==> src/rtl/parse_sampler.sv <==
// Kyber uniform rejection sampler: walks squeezed SHAKE128 blocks three bytes at a
// time and emits the 12-bit candidates below Q over a valid/ready coefficient stream.
module parse_sampler #(
    parameter int unsigned R = 1344,
    parameter int unsigned Q = 3329,
    parameter int unsigned N = 256
) (
    input  logic          clk,
    input  logic          rst,
    input  logic          start,
    input  logic [R-1:0]  blk_in,
    input  logic          blk_valid,
    output logic          blk_ready,
    output logic [11:0]   coef_out,
    output logic [7:0]    coef_idx,
    output logic          coef_valid,
    input  logic          coef_ready,
    output logic          done
);

    localparam int unsigned NT = R / 24;
    localparam int unsigned KW = (NT > 1) ? $clog2(NT) : 1;
    localparam logic [KW-1:0] KLast   = KW'(NT - 1);
    localparam logic [8:0]    CntLast = 9'(N - 1);
    localparam logic [11:0]   QBound  = 12'(Q);

    typedef enum logic [2:0] {
        StIdle,
        StWaitBlk,
        StEmitD1,
        StEmitD2,
        StDone
    } state_e;

    state_e          state_q, state_d;
    logic [R-1:0]    blk_q, blk_d;
    logic [KW-1:0]   k_q, k_d;
    logic [8:0]      count_q, count_d;

    logic [23:0]     triple;
    logic [11:0]     d1, d2, cand;
    logic            cand_ok;
    logic            emitting;
    logic            hs;

    always_comb begin
        triple = '0;
        for (int i = 0; i < NT; i++) begin
            if (k_q == KW'(i)) begin
                triple = blk_q[24*i +: 24];
            end
        end
    end

    // d1 = b0 + 256*(b1 mod 16), d2 = (b1 div 16) + 16*b2: both are plain slices.
    assign d1 = triple[11:0];
    assign d2 = triple[23:12];

    assign emitting = (state_q == StEmitD1) || (state_q == StEmitD2);
    assign cand     = (state_q == StEmitD2) ? d2 : d1;
    assign cand_ok  = cand < QBound;

    assign coef_valid = emitting && cand_ok;
    assign hs         = coef_valid && coef_ready;
    assign coef_out   = coef_valid ? cand : 12'd0;
    assign coef_idx   = coef_valid ? count_q[7:0] : 8'd0;
    assign blk_ready  = (state_q == StWaitBlk);
    assign done       = (state_q == StDone);

    always_comb begin
        state_d = state_q;
        blk_d   = blk_q;
        k_d     = k_q;
        count_d = count_q;

        unique case (state_q)
            StIdle, StDone: begin
                if (start) begin
                    state_d = StWaitBlk;
                    count_d = '0;
                    k_d     = '0;
                end
            end

            StWaitBlk: begin
                if (blk_valid) begin
                    blk_d   = blk_in;
                    k_d     = '0;
                    state_d = StEmitD1;
                end
            end

            StEmitD1: begin
                if (hs) begin
                    count_d = count_q + 9'd1;
                    state_d = (count_q == CntLast) ? StDone : StEmitD2;
                end else if (!cand_ok) begin
                    state_d = StEmitD2;
                end
            end

            StEmitD2: begin
                if (hs && (count_q == CntLast)) begin
                    count_d = count_q + 9'd1;
                    state_d = StDone;
                end else if (hs || !cand_ok) begin
                    count_d = count_q + {8'd0, hs};
                    if (k_q == KLast) begin
                        state_d = StWaitBlk;
                    end else begin
                        k_d     = k_q + 1'b1;
                        state_d = StEmitD1;
                    end
                end
            end

            default: state_d = StIdle;
        endcase
    end

    always_ff @(posedge clk) begin
        if (rst) begin
            state_q <= StIdle;
            blk_q   <= '0;
            k_q     <= '0;
            count_q <= '0;
        end else begin
            state_q <= state_d;
            blk_q   <= blk_d;
            k_q     <= k_d;
            count_q <= count_d;
        end
    end

endmodule

==> config.mk <==
export PLATFORM = sky130hd
export DESIGN_NAME = parse_sampler
export DESIGN_NICKNAME = d
export VERILOG_FILES = /design/src/rtl/parse_sampler.sv
export SDC_FILE = /design/constraint.sdc
export NUM_CORES = 2
export LEC_CHECK = 0
export BUFFER_PORTS_ARGS = -buffer_cell sky130_fd_sc_hd__clkbuf_2
export CORE_AREA = 2 2 529 531
export CTS_BUF_LIST = sky130_fd_sc_hd__clkbuf_4 sky130_fd_sc_hd__clkbuf_8
export CTS_CLUSTER_DIAMETER = 200
export DETAILED_ROUTE_END_ITERATION = 10
export DIE_AREA = 0 0 531 533
export GPL_TIMING_DRIVEN = 0
export PLACE_DENSITY = 0.52
export SLEW_MARGIN = 20
export SYNTH_ARGS = -nofsm -noshare
export SYNTH_HDL_FRONTEND = slang
export SYNTH_SLANG_ARGS = --single-unit
==> constraint.sdc <==
create_clock -name clk -period 4.59 [get_ports clk]
set_input_delay 0.918 -clock clk [delete_from_list [all_inputs] [get_ports clk]]
set_output_delay 0.918 -clock clk [all_outputs]
set_load 0.1 [all_outputs]
==> run summary <==
STA
--------------------------------------------------------------------------------------
Final period demand of the worst path                                          7360 ps
Final Hold Violating Endpoints                                                       0
Final WS setup                                                                -2770 ps
Worst relative slew slack                                                        15.7%
Worst clock skew on the final layout                                            119 ps
Maximum achievable frequency                                                 0.136 GHz
Slew at the pin with the worst max-slew slack                                  1260 ps
Final Setup Violations                                                              39
Number of max-slew violations in the final report                                    0
Share of the cycle needed by the critical path after routing                      160%
Unrepaired setup endpoints after global routing                                    yes
Sum Neg Setup Slack                                                          -95870 ps

YOSYS
--------------------------------------------------------------------------------------
Synth async-reset ratio                                                             0%
Post-synth EDFFs                                                                     0
Summed instance area of the synthesized netlist                            62000 sq um
Number of library cell types mapped by synthesis                                    94
Number of nets produced by synthesis                                              9842
Share of the synthesized area in the top cell type                               44.0%
Predominant post-synthesis flop cell                                      sky130_fd_sc_hd__dfxtp_1
Sequential cell area fraction in the yosys report                                44.0%
Synthesized flop and latch total                                                  1362
Cells taking the most area after synthesis                                sky130_fd_sc_hd__dfxtp_1 44%, sky130_fd_sc_hd__nand2_1 18%, sky130_fd_sc_hd__a21oi_1 12%
Synth warn                                                                           0
Leading area contributor after synthesis                                  sky130_fd_sc_hd__dfxtp_1
Mapped Cells                                                                      8484
Synthesized area per cell                                                   7.30 sq um

DRT
--------------------------------------------------------------------------------------
Vias after detailed routing                                                      80700
Via-to-Cell Ratio                                                                 5.63
DR iter-0 viols                                                                  12300
Wire length per cell                                                      40.3 microns
WL final                                                                  578000 microns
Number of optimization iterations in the first detailed-route pass                   7
Remaining antenna violation count after routing                                      0
Number of remaining DRC errors                                                       0

CLOCKING
--------------------------------------------------------------------------------------
Maximum count of clock buffers along a single path                                   3
Clock Tree Root                                                           sky130_fd_sc_hd__clkbuf_8
CTS tree                                                                           yes
Clock insertion delay at the later pin of the skew report                      1160 ps
TritonCTS buffer count                                                             240
H-Tree Level Count                                                                   4
Clock-pin slew on the worst setup and hold paths                                 60 ps
Total number of clock tree sinks                                                  1362

FINISH
--------------------------------------------------------------------------------------
# fillers                                                                        30700
Proportion of layout cells with a drive suffix above 1                           26.0%
Synthesis-to-layout area growth                                                  40.2%
Final core utilization                                                           31.3%
Most used cells in the layout excluding fill and tap cells                2944 x sky130_fd_sc_hd__nand2_1, 1506 x sky130_fd_sc_hd__a21oi_1, 1404 x sky130_fd_sc_hd__clkbuf_2
Nets@finish                                                                      11700
Most common cell after layout, fill and taps aside                        sky130_fd_sc_hd__nand2_1

GRT
--------------------------------------------------------------------------------------
Total global-route track usage                                                   39.0%
GR Overflow Total                                                                    0
Initial antenna violation count                                                     87
Wire length of the first global-routing pass                              723000 microns
Pin count of the biggest net entering global routing                                20
Vias in the first global route                                                   72900

CRITICAL PATH
--------------------------------------------------------------------------------------
Peak per-stage delay on the critical path                                       440 ps
Largest fanout on the critical path                                                  7
Crit path required time                                                        3670 ps
Number of buffers and inverters on the critical path                                10
Critical path type                                                             reg2out
Cell family contributing the most delay on the critical path              compound AO/OA/AOI/OAI gates
Library cell appearing most often on the critical path                    sky130_fd_sc_hd__buf_8
R2r setup slk                                                                 -2630 ps
Cells along the critical path                                             inv_6 > ha_4 > buf_8 > buf_8 > buf_12 > clkbuf_16 > buf_8 > buf_16 > a211oi_2 > a221oi_2 > buf_4 > and4_4 > nand4_1 > a21oi_4 > o211ai_1 > o2111a_1 > and3b_2 > nand2_8 > nand2_8 > buf_12 > a21oi_4 > clkbuf_16
Crit end category                                                         primary output
Cell with the biggest individual delay on the critical path               sky130_fd_sc_hd__o211ai_1
Arrival @ worst endpoint                                                       6440 ps
Startpoint types                                                              register

FLOORPLANNING
--------------------------------------------------------------------------------------
Ports                                                                             1372
Die boundary width                                                         531 microns
Std-Cell Core Area                                                        278000 sq um
Effective utilization at floorplan                                               22.3%
Die Ht                                                                     533 microns
Area enclosed by the die boundary                                         283000 sq um
Core Rows                                                                          194

POWER
--------------------------------------------------------------------------------------
Leak Pwr                                                                       32.3 nW
Power density over the cells                                               393 nW/um^2
Worst supply voltage drop on vdd                                            0.000357 V

PLACEMENT
--------------------------------------------------------------------------------------
Hpwl dp                                                                   475000 microns
Weighted congestion reported at the end of routability-driven placement           1.07
Pre-CTS worst setup slack                                                     -5190 ps
PortBufs                                                                          1371

MIN PATH
--------------------------------------------------------------------------------------
Hold crit path type                                                             in2reg

OUTCOME
--------------------------------------------------------------------------------------
Failing checks                                                            negative setup slack
Result of the run                                                         finished with violations

RUN
--------------------------------------------------------------------------------------
MaxCap Viol Count                                                                    0

-- worst paths after layout --
check,from,to,cells after the start
worst min-delay path,blk_in[59],blk_q[59]$_SDFFE_PP0P_,3
worst min register to register,blk_q[804]$_SDFFE_PP0P_,blk_q[804]$_SDFFE_PP0P_,2
worst max-delay path,k_q[0]$_SDFFE_PP0P_,coef_out[0],22
worst max register to register,k_q[0]$_SDFFE_PP0P_,count_q[6]$_SDFFE_PP0P_,39
-- kinds of logic after synthesis --
kind of cell             Yosys count  synth area share [%]
AO/OA/AOI/OAI                   2578                  25.4
flip-flops                      1362                  44.0
AND/OR/NAND/NOR                 3773                  25.4
multiplexers                      13                 0.220
adder cells (fa/ha/maj)            9                 0.182
XOR/XNOR                           6                0.0848
buffers and inverters            743                  4.74
-- power by group --
| group | internal, W | switching (W) |
|---|---|---|
| Combinational | 0.00245 | 0.00530 |
| Clock | 0.00702 | 0.00595 |
| Sequential | 0.0126 | 0.000861 |
| Total | 0.0221 | 0.0121 |
-- synth_stat cells, drive strengths merged (14+ instances only) --
library cell / n
a2111oi: 32
a211o: 24
a211oi: 63
a21o: 16
a21oi: 1530
a221o: 47
a221oi: 74
a22o: 27
a22oi: 48
a31oi: 51
a32oi: 30
and2: 17
and3: 50
buf: 114
clkbuf: 597
dfxtp: 1362
inv: 30
nand2: 2973
nand2b: 36
nand3: 107
nand3b: 30
nand4: 32
nor2: 230
nor2b: 24
nor3: 92
nor3b: 15
nor4: 32
o2111ai: 20
o211a: 14
o211ai: 63
o21a: 16
o21ai: 156
o21bai: 14
o221ai: 63
o22a: 15
o22ai: 112
o31ai: 23
o32ai: 26
or3: 36
or4: 14
-- cell type report --
class | count | area, sq um | share of cell area, %
repair buffers | 1641 | 10300 | 11.9
flip-flops and latches | 1362 | 27300 | 31.4
multi-input cells | 6380 | 34700 | 39.9
inverters | 32 | 186 | 0.214
plain buffers | 696 | 4210 | 4.85
clock buffers | 372 | 4690 | 5.40
well taps | 3724 | 4660 | 5.36
diodes | 62 | 155 | 0.179
clock inverters | 70 | 731 | 0.841
-- per-stage QoR --
stage / power (W) / area (sq um) / hold slack (ps) / cells
final: 0.0342 / 86900 / 6.31 / 14300
after global routing: 0.0347 / 86800 / -6.90 / 14300
after CTS: 0.0333 / 85700 / 0.468 / 14200
after detailed placement: 0.0199 / 75200 / 443 / 13600
after global placement: 0.0196 / 73900 / 439 / 13600
after floorplan: 0.0156 / 62300 / 431 / 8484
-- layer usage --
metal  global-route usage [%]  up-vias  wire length [microns]
met1                     50.2    39300                 232000
met5                        0        -                    201
met4                     24.4       32                  45100
met2                     55.8     6499                 233000
met3                     12.4     1464                  67100
li1                         -    33400                      -
-- state kept, by name, summed over array words and instances (netlist names) --
register and count:
blk_q 1344, count_q 9, k_q 6, state_q 3
-- worst register-to-register path: cells and delay by family, from the launching register on --
kind,cells,cell delay (ps)
compound gates,5,1910
buf+inv,22,2570
flops,1,410
simple gates,9,1700
fa+ha+maj,3,450
-- repair_timing --
action                                 in CTS  in global routing
setup endpoints to repair                  39                 39
hold buffers                               26                  0
gates cloned                                4                  0
endpoints found under the hold margin      26                  0
pin swaps                                 100                 57
resized for setup                         824                165
setup buffers                             134                 49
No activity file was read; power rests on OpenSTA's default activity.
